`src/rtl/vga_pkg.sv`:
```
// Shared VGA 640x480@60 timing constants, pattern encodings and colour values.
// Used by the timing generator and by the pattern generator downstream of it.
package vga_pkg;

  localparam int H_Visible_area = 640;
  localparam int H_Front_porch  = 16;
  localparam int H_Sync_pulse   = 96;
  localparam int H_Back_porch   = 48;
  localparam int H_Whole_line   = 800;

  localparam int V_Visible_area = 480;
  localparam int V_Front_porch  = 10;
  localparam int V_Sync_pulse   = 2;
  localparam int V_Back_porch   = 33;
  localparam int V_Whole_frame  = 525;

  // First visible counts: sync pulse plus back porch.
  localparam int H2 = H_Sync_pulse + H_Back_porch;
  localparam int V2 = V_Sync_pulse + V_Back_porch;

  localparam int BOX_SIZE    = 32;
  localparam int BOX_STEP    = 4;
  localparam int CHECK_SHIFT = 5;
  localparam int BAR_W       = H_Visible_area / 8;

  typedef enum logic [1:0] {
    BARS   = 2'd0,
    CHECK  = 2'd1,
    BOX    = 2'd2,
    BORDER = 2'd3
  } mode_e;

  typedef enum logic {
    DIR_POS = 1'b0,
    DIR_NEG = 1'b1
  } dir_e;

  typedef struct packed {
    dir_e       dir;
    logic [9:0] pos;
  } axis_t;

  localparam logic [11:0] COL_WHITE   = 12'hFFF;
  localparam logic [11:0] COL_YELLOW  = 12'hFF0;
  localparam logic [11:0] COL_CYAN    = 12'h0FF;
  localparam logic [11:0] COL_GREEN   = 12'h0F0;
  localparam logic [11:0] COL_MAGENTA = 12'hF0F;
  localparam logic [11:0] COL_RED     = 12'hF00;
  localparam logic [11:0] COL_BLUE    = 12'h00F;
  localparam logic [11:0] COL_BLACK   = 12'h000;
  localparam logic [11:0] COL_BOX_BG  = 12'h008;

  // Eight equal bars selected by a compare ladder on x, avoiding a divider.
  function automatic logic [11:0] bar_colour(input logic [9:0] x);
    logic [11:0] c;
    if      (x < 10'(BAR_W * 1)) c = COL_WHITE;
    else if (x < 10'(BAR_W * 2)) c = COL_YELLOW;
    else if (x < 10'(BAR_W * 3)) c = COL_CYAN;
    else if (x < 10'(BAR_W * 4)) c = COL_GREEN;
    else if (x < 10'(BAR_W * 5)) c = COL_MAGENTA;
    else if (x < 10'(BAR_W * 6)) c = COL_RED;
    else if (x < 10'(BAR_W * 7)) c = COL_BLUE;
    else                         c = COL_BLACK;
    return c;
  endfunction

  // One bounce step along an axis; 11-bit sums keep the bound compare exact.
  function automatic axis_t axis_step(input logic [9:0] pos, input dir_e dir,
                                      input logic [10:0] visible);
    axis_t nxt;
    nxt.pos = pos;
    nxt.dir = dir;
    if (dir == DIR_POS) begin
      if ({1'b0, pos} + 11'(BOX_SIZE) + 11'(BOX_STEP) > visible) begin
        nxt.pos = 10'(visible - 11'(BOX_SIZE));
        nxt.dir = DIR_NEG;
      end else begin
        nxt.pos = pos + 10'(BOX_STEP);
      end
    end else begin
      if (pos < 10'(BOX_STEP)) begin
        nxt.pos = '0;
        nxt.dir = DIR_POS;
      end else begin
        nxt.pos = pos - 10'(BOX_STEP);
      end
    end
    return nxt;
  endfunction

endpackage

```
`src/rtl/vga_box_mover.sv`:
```
// Bouncing-box position: steps both axes once per frame tick and reverses
// direction at the visible-area edges.
module vga_box_mover
  import vga_pkg::*;
(
  input  logic       CLK_25M,
  input  logic       FPGA_RST,
  input  logic       step_en,
  output logic [9:0] box_x,
  output logic [9:0] box_y
);

  logic [9:0] box_x_q;
  logic [9:0] box_y_q;
  dir_e       dir_x_q;
  dir_e       dir_y_q;
  axis_t      nxt_x;
  axis_t      nxt_y;

  always_comb begin
    nxt_x = axis_step(box_x_q, dir_x_q, 11'(H_Visible_area));
    nxt_y = axis_step(box_y_q, dir_y_q, 11'(V_Visible_area));
  end

  always_ff @(posedge CLK_25M) begin
    if (FPGA_RST) begin
      box_x_q <= '0;
      box_y_q <= '0;
      dir_x_q <= DIR_POS;
      dir_y_q <= DIR_POS;
    end else if (step_en) begin
      box_x_q <= nxt_x.pos;
      box_y_q <= nxt_y.pos;
      dir_x_q <= nxt_x.dir;
      dir_y_q <= nxt_y.dir;
    end
  end

  assign box_x = box_x_q;
  assign box_y = box_y_q;

endmodule

```
`src/rtl/vga_pattern_gen.sv`:
```
// Pixel stage behind the VGA timing generator: two-stage pipeline producing
// 4-bit RGB test patterns with syncs delayed to stay aligned with the pixels.
module vga_pattern_gen
  import vga_pkg::*;
(
  input  logic       CLK_25M,
  input  logic       FPGA_RST,
  input  logic [9:0] HS_Count,
  input  logic [9:0] VS_Count,
  input  logic       Data_valid,
  input  logic       VGA_HS_in,
  input  logic       VGA_VS_in,
  input  logic [1:0] Mode,
  output logic [3:0] VGA_R,
  output logic [3:0] VGA_G,
  output logic [3:0] VGA_B,
  output logic       VGA_HS,
  output logic       VGA_VS,
  output logic       Frame_tick
);

  localparam logic [9:0] H_LAST = 10'(H_Whole_line - 1);
  localparam logic [9:0] V_LAST = 10'(V_Whole_frame - 1);
  localparam logic [9:0] X_LAST = 10'(H_Visible_area - 1);
  localparam logic [9:0] Y_LAST = 10'(V_Visible_area - 1);

  logic        frame_end;
  logic [9:0]  s1_x;
  logic [9:0]  s1_y;
  logic        s1_valid;
  logic        s1_hs;
  logic        s1_vs;
  logic [11:0] rgb_q;
  logic        hs_q;
  logic        vs_q;
  logic        tick_q;
  mode_e       mode_q;
  logic [9:0]  box_x;
  logic [9:0]  box_y;
  logic        in_box;
  logic        on_border;
  logic [11:0] pix;

  assign frame_end = (HS_Count == H_LAST) && (VS_Count == V_LAST);

  // The box only moves on the frame tick, which falls in blanking, so stage 2
  // sees one position for the whole visible frame.
  vga_box_mover u_box (
    .CLK_25M  (CLK_25M),
    .FPGA_RST (FPGA_RST),
    .step_en  (frame_end),
    .box_x    (box_x),
    .box_y    (box_y)
  );

  always_comb begin
    in_box = ({1'b0, s1_x} >= {1'b0, box_x}) &&
             ({1'b0, s1_x} <  {1'b0, box_x} + 11'(BOX_SIZE)) &&
             ({1'b0, s1_y} >= {1'b0, box_y}) &&
             ({1'b0, s1_y} <  {1'b0, box_y} + 11'(BOX_SIZE));
    on_border = (s1_x == '0) || (s1_x == X_LAST) ||
                (s1_y == '0) || (s1_y == Y_LAST);
  end

  always_comb begin
    pix = COL_BLACK;
    case (mode_q)
      BARS:    pix = bar_colour(s1_x);
      CHECK:   pix = (s1_x[CHECK_SHIFT] ^ s1_y[CHECK_SHIFT]) ? COL_WHITE : COL_BLACK;
      BOX:     pix = in_box ? COL_RED : COL_BOX_BG;
      BORDER:  pix = on_border ? COL_WHITE : COL_BLACK;
      default: pix = COL_BLACK;
    endcase
    if (!s1_valid) pix = COL_BLACK;
  end

  always_ff @(posedge CLK_25M) begin
    if (FPGA_RST) begin
      s1_x     <= '0;
      s1_y     <= '0;
      s1_valid <= 1'b0;
      s1_hs    <= 1'b0;
      s1_vs    <= 1'b0;
      rgb_q    <= '0;
      hs_q     <= 1'b0;
      vs_q     <= 1'b0;
      tick_q   <= 1'b0;
      mode_q   <= BARS;
    end else begin
      s1_x     <= HS_Count - 10'(H2);
      s1_y     <= VS_Count - 10'(V2);
      s1_valid <= Data_valid;
      s1_hs    <= VGA_HS_in;
      s1_vs    <= VGA_VS_in;
      rgb_q    <= pix;
      hs_q     <= s1_hs;
      vs_q     <= s1_vs;
      tick_q   <= frame_end;
      // Mode takes effect only at the frame boundary to avoid tearing.
      if (frame_end) mode_q <= mode_e'(Mode);
    end
  end

  assign VGA_R      = rgb_q[11:8];
  assign VGA_G      = rgb_q[7:4];
  assign VGA_B      = rgb_q[3:0];
  assign VGA_HS     = hs_q;
  assign VGA_VS     = vs_q;
  assign Frame_tick = tick_q;

endmodule
```
`config.mk`:
```
export PLATFORM = sky130hd
export DESIGN_NAME = vga_pattern_gen
export DESIGN_NICKNAME = d
export VERILOG_FILES = /design/src/rtl/vga_pkg.sv /design/src/rtl/vga_box_mover.sv /design/src/rtl/vga_pattern_gen.sv
export SDC_FILE = /design/constraint.sdc
export NUM_CORES = 1
export LEC_CHECK = 0
export BUFFER_PORTS_ARGS = -buffer_cell sky130_fd_sc_hd__clkbuf_2
export CORE_ASPECT_RATIO = 1.1
export CORE_MARGIN = 8
export CORE_UTILIZATION = 45
export CTS_BUF_LIST = sky130_fd_sc_hd__clkbuf_16
export CTS_CLUSTER_DIAMETER = 40
export CTS_CLUSTER_SIZE = 14
export DETAILED_ROUTE_END_ITERATION = 16
export PLACE_DENSITY = 0.74
export SYNTH_ARGS = -nofsm -noshare
export SYNTH_HDL_FRONTEND = slang
export SYNTH_SLANG_ARGS = --single-unit
```
`constraint.sdc`:
```
create_clock -name CLK_25M -period 2.74 [get_ports CLK_25M]
set_input_delay 0.548 -clock CLK_25M [delete_from_list [all_inputs] [get_ports CLK_25M]]
set_output_delay 0.548 -clock CLK_25M [all_outputs]
set_load 0.02 [all_outputs]
```
Word level (Yosys, flattened, before mapping)

Index checks and enable logic that the tools add are counted.

Equal/unequal tests: 7
Multipliers: 0
Divide/modulo/power cells: 0
Order comparisons: 15
Multiplexer cells: 21
Reductions and logical operators: 11
$add $sub $neg: 10
Bitwise operators: 2
Shifts and indexed selects: 0

Operator list:

| cell                                                        | count |
|---|---|
| 2-to-1 mux 12 bit                                           | 9 |
| case mux 12 bit (4 select lines)                            | 1 |
| 2-to-1 mux 10 bit                                           | 4 |
| == test 10 bit, second input constant                       | 3 |
| less-than comparator 10 x 9 -> 1 bit, second input constant | 3 |
| adder 10 x 6 -> 11 bit, second input constant               | 2 |
| adder 11 x 3 -> 11 bit, second input constant               | 2 |
| less-than comparator 10 x 11 -> 1 bit                       | 2 |
| 2-to-1 mux 11 bit                                           | 2 |
| adder 10 x 3 -> 10 bit, second input constant               | 2 |
| >= comparator 10 bit                                        | 2 |
| zero test 10 bit                                            | 2 |
| less-than comparator 10 x 3 -> 1 bit, second input constant | 2 |
| less-than comparator 10 x 8 -> 1 bit, second input constant | 2 |
| subtractor 10 x 3 -> 10 bit, second input constant          | 2 |
| > comparator 11 x 10 -> 1 bit, second input constant        | 1 |
| > comparator 11 x 9 -> 1 bit, second input constant         | 1 |
| == test 10 x 9 -> 1 bit, second input constant              | 1 |
| less-than comparator 10 bit, second input constant          | 1 |
| less-than comparator 10 x 7 -> 1 bit, second input constant | 1 |
| subtractor 10 x 6 -> 10 bit, second input constant          | 1 |
| subtractor 10 x 8 -> 10 bit, second input constant          | 1 |
| == test 2 bit, second input constant                        | 2 |
| logical AND 1 bit                                           | 4 |
| other kinds (8)                                             | 13 |

Memory bits (writable): 0
Memories kept: 0
Latch bits: 0
Input bits: 27
Bits in read-only memories: 0
Logic and storage cells: 80
Output and inout port bits: 15
Register bits: 62

Logic depth before layout (Yosys ltp)

Word-level depth: 9
Gate-level depth with buffers: 11
Mapped depth without buffers: 10

Cells and area by module

Synthesis repeated with hierarchy kept, for this count alone.

Cells, all modules: 500
Area, all modules: 4,061.4 um^2

Modules (own cells, without submodules):

| module          | area each (um^2) | instances | cells each |
|---|---|---|---|
| vga_pattern_gen | 2,366.0          | 1         | 280 |
| vga_box_mover   | 1,695.4          | 1         | 220 |

Worst setup path before layout

OpenSTA, ideal clock, no wires.

Path kind: reg-to-reg
Start point: reg u_box.box_x_q[5], in the netlist u_box.box_x[5]
End point: reg u_box.box_x_q[2], in the netlist u_box.box_x[2]
Slack: 0.138 ns
Library setup time: 0.070 ns
Clock period less this slack: 2.602 ns
Arrival time: 2.531 ns
Stages on the path, launching flop included: 10
Data required time: 2.670 ns
Path buffers: 1
Cell sequence: dfxtp_1 clkbuf_1 inv_1 ha_1 nand2b_1 mux2_2 o211a_1 o211a_1 or4_1 a21oi_1

Cells in the longest elaborated chain, start to end: 5
Elaborated cells between the ends (all ways): 7

Ends and longest elaborated chain:

| element                       | line                | RTL |
|---|---|---|
| start: declaration            | vga_box_mover.sv:13 | `logic [9:0] box_x_q;` |
| start signal: assignment      | vga_box_mover.sv:32 | `box_x_q <= nxt_x.pos;` |
| adder 10 x 6 -> 11 bit        | vga_pkg.sv:74       | `if ({1'b0, pos} + 11'(BOX_SIZE) + 11'(BOX_STEP) > visible) begin` |
| adder 11 x 3 -> 11 bit        | vga_pkg.sv:74       |  |
| > comparator 11 x 10 -> 1 bit | vga_pkg.sv:74       |  |
| 2-to-1 mux 10 bit             | vga_pkg.sv:74       |  |
| 2-to-1 mux 11 bit (*)         | vga_pkg.sv:73       | `if (dir == DIR_POS) begin` |

Every way passes the cells marked *; elsewhere a longest branch is shown, timed or not.
A chain may end at the register's enable or synchronous reset.

Worst setup path after layout

Start point: reg u_box.box_y_q[6], in the netlist u_box.box_y[6]
End point: reg u_box.box_y_q[5], in the netlist u_box.box_y[5]

Cells in the longest elaborated chain, start to end: 5
Elaborated cells between the ends (all ways): 7

Ends and longest elaborated chain:

| element                      | line                | RTL |
|---|---|---|
| start: declaration           | vga_box_mover.sv:14 | `logic [9:0] box_y_q;` |
| start signal: assignment     | vga_box_mover.sv:33 | `box_y_q <= nxt_y.pos;` |
| adder 10 x 6 -> 11 bit       | vga_pkg.sv:74       |  |
| adder 11 x 3 -> 11 bit       | vga_pkg.sv:74       |  |
| > comparator 11 x 9 -> 1 bit | vga_pkg.sv:74       |  |
| 2-to-1 mux 10 bit            | vga_pkg.sv:74       |  |
| 2-to-1 mux 11 bit (*)        | vga_pkg.sv:73       |  |

Marked as above.

==> flow_summary.toml <==
[outcome]
status = "finished, final reports clean"

[pwr]
p_clk_frac = 0.379
switchingPower_w = 0.0004194
power.internal_w = 0.001190
comb_power_share = 0.134
swShare = 0.2606
pwr-share-seq = 0.488
ir_drop_mv = 0.2416
powerDensity_nw_per_um2 = 375.0
leakagePower_nw = 1.763

[route]
drc = 0
vias_per_cell = 5.844
vias = 3676
wl_um = 9813
drt_first_pass_iters = 5
post_drt_wl_per_cell_um = 15.60
first_iter_violations = 192
ant_nets = 0

[sta]
hold_violations = 0
period_needed_ns = 2.584
setup-tns-final_ns = 0
max-slew-margin-rel = 0.6187
finClkSkew_ns = 0.002289
finalCritPeriodShare = 0.9431
fmax_mhz = 387.0
rsz0062_at_grt = "false"
finalSetupViolations = 0
tightest_slew_ns = 0.5575
report.final.slew_viol_count = 0

[grt]
grt_pass1_vias = 3545
grt_pass1_wl_um = 16580
antenna_found_initial = 0
grt_usage = 0.1676
grt_overflow = 0
grt_max_degree = 49

[placed_design]
placed_cell_area_um2 = 4135
port_buffers = 41
dp_hpwl_um = 7431
gp_congestion = 0.8940

[logic_synthesis]
ys_async_sr_fraction = 0
ys_seq_area_frac = 0.2640
synth_cell_types = 62
syn_nets = 546
syn-instance-count = 478
synth_edf_count = 0
ys_warn_count = 0
syn_area_um2 = 3791
ys_ff_latch = 50
synthFlopType = "dfxtp_1"
syn_avg_cell_area_um2 = 7.931

[final_layout]
fin_util = 0.5185
area_delta_synth_final_pct = 13.20
drive_gt1_frac = 0.1544
final_cell_mix = "dfxtp_1, ha_1, clkbuf_2"
finalNetCount = 585
layout_commonest_cell = "dfxtp_1"
final_cell_area_um2 = 4292
antenna-diode-count = 0

[setup_path]
crit_buf_inv = 0
critical_path.max_stage_delay_ns = 0.51
crit_family = "compound AO/OA/AOI/OAI gates"
start_kind = "flip-flop"
crit_type = "reg -> reg"
critPathRequiredTime_ns = 2.93
cp.arrival_ns = 2.77
slowest_stage = "or4_4"
cp_max_fo = 8
worstPathCellList = "ha_1, xnor2_1, nand3b_1, or4_4, a211oi_4, a311oi_1, a2111oi_2"
endpoint_kind = "flip-flop"

[clock_tree]
clock_path_buffers = 2
cts_tree = "built"
cts_hold_repair.buffers = 0
h-tree-depth = 2
cts.clk_slew.worst_paths_ns = 0.06
clock_sinks = 50
clockRootBuffer = "clkbuf_16"
insertion_delay_ns = 0.29
numCtsBuffers = 5

[floorplanning]
initial_core_util = 0.4580
fp.dieW_um = 103.5
core_um2 = 8277
io_pins = 42
die-area_um2 = 11620
die_h_um = 112.3
num_rows = 35

[job]
drv_cap = 0

[worst_hold_path]
hold_class = "reg -> reg"
[power groups by stage]
stage	sequential, W	clock (W)	combinational (W)
global placement	0.000799	0	0.000206
global route	0.000788	0.000658	0.000244
floorplan	0.000796	0	0.000147
detailed placement	0.000801	0	0.000213
finish	0.000785	0.000609	0.000215
CTS	0.000784	0.000620	0.000215
[cells in the mapped netlist (9+ instances only)]
cell      number  area [um^2]
dfxtp_1       50         1001
ha_1          41        513.0
nor2_1        35        131.4
inv_1         34        127.6
a21oi_1       30        150.1
nand2_1       30        112.6
o21ai_0       28        140.1
nor3_1        23        115.1
nand3_1       19        95.09
nor2b_1       16        100.1
xnor2_1       13        113.9
and3_1        10        62.56
buf_4         10        75.07
clkbuf_1      10        37.54
a31oi_1        9        56.30
[cell families after synthesis]
family,after synthesis,synth area share
XOR/XNOR,19,0.04588
buffers and inverters,62,0.07458
AND/OR/NAND/NOR,177,0.2449
AO/OA/AOI/OAI,128,0.2324
adder cells (fa/ha/maj),41,0.1353
flip-flops,50,0.2640
multiplexers,1,0.002970
[state kept, by name, summed over array words and instances (netlist names), 2 cells and up]
name / cells
u_box.box_x: 8
rgb_q: 4
u_box.box_y: 8
s1_x: 10
mode_q: 2
s1_y: 10
[through the flow]
stage	power, W	hold slack, ns	instances	setup slack [ns]
3_3_place_gp	0.001005	0.4301	621	0.2236
3_5_place_dp	0.001014	0.4270	621	0.1862
5_1_grt	0.001690	0.4714	629	0.01038
4_1_cts	0.001619	0.4530	629	0.1908
2_1_floorplan	0.0009425	0.4138	478	0.1383
6_report	0.001609	0.4481	629	0.1560
[routing by layer]
layer | wire length (um) | vias to the layer above | GRT usage | part of all wire
met2 | 4562 | 111 | 0.2710 | 0.46
met5 | 0 | - | 0 | 0
met3 | 493 | 18 | 0.03152 | 0.050
met4 | 241 | 0 | 0.07843 | 0.025
met1 | 4515 | 1725 | 0.2102 | 0.46
li1 | - | 1822 | - | -
[worst reg2reg max path: stages (launching register included)]
cell       delay [ns]
dfxtp_1          0.46
ha_1             0.28
xnor2_1          0.16
nand3b_1         0.21
or4_4            0.51
a211oi_4         0.36
a311oi_1         0.17
a2111oi_2        0.33
[layout make-up]
type | instances | area [um^2]
Fill cell | 768 | 3985
Tap cell | 111 | 138.9
Clock buffer | 5 | 125.1
Sequential cell | 50 | 1003
Timing Repair Buffer | 60 | 360.3
Inverter | 34 | 127.6
Clock inverter | 3 | 21.27
Multi-Input combinational cell | 366 | 2515
[path summary, 6_finish.rpt]
| check | start | to | slack (ns) | depth (start not counted) |
|---|---|---|---|---|
| hold / removal | s1_hs | VGA_HS | 0.45 | 1 |
| setup / recovery | u_box.box_y[6] | u_box.box_y[5] | 0.16 | 7 |
| hold reg to reg | s1_hs | VGA_HS | 0.45 | 1 |
| setup reg to reg | u_box.box_y[6] | u_box.box_y[5] | 0.16 | 7 |
[what timing repair did]
action                     in CTS  in global routing
resized for setup               0                  3
setup endpoints to repair       0                  2
setup buffers                   0                  0
No activity file was read; power rests on OpenSTA's default activity.
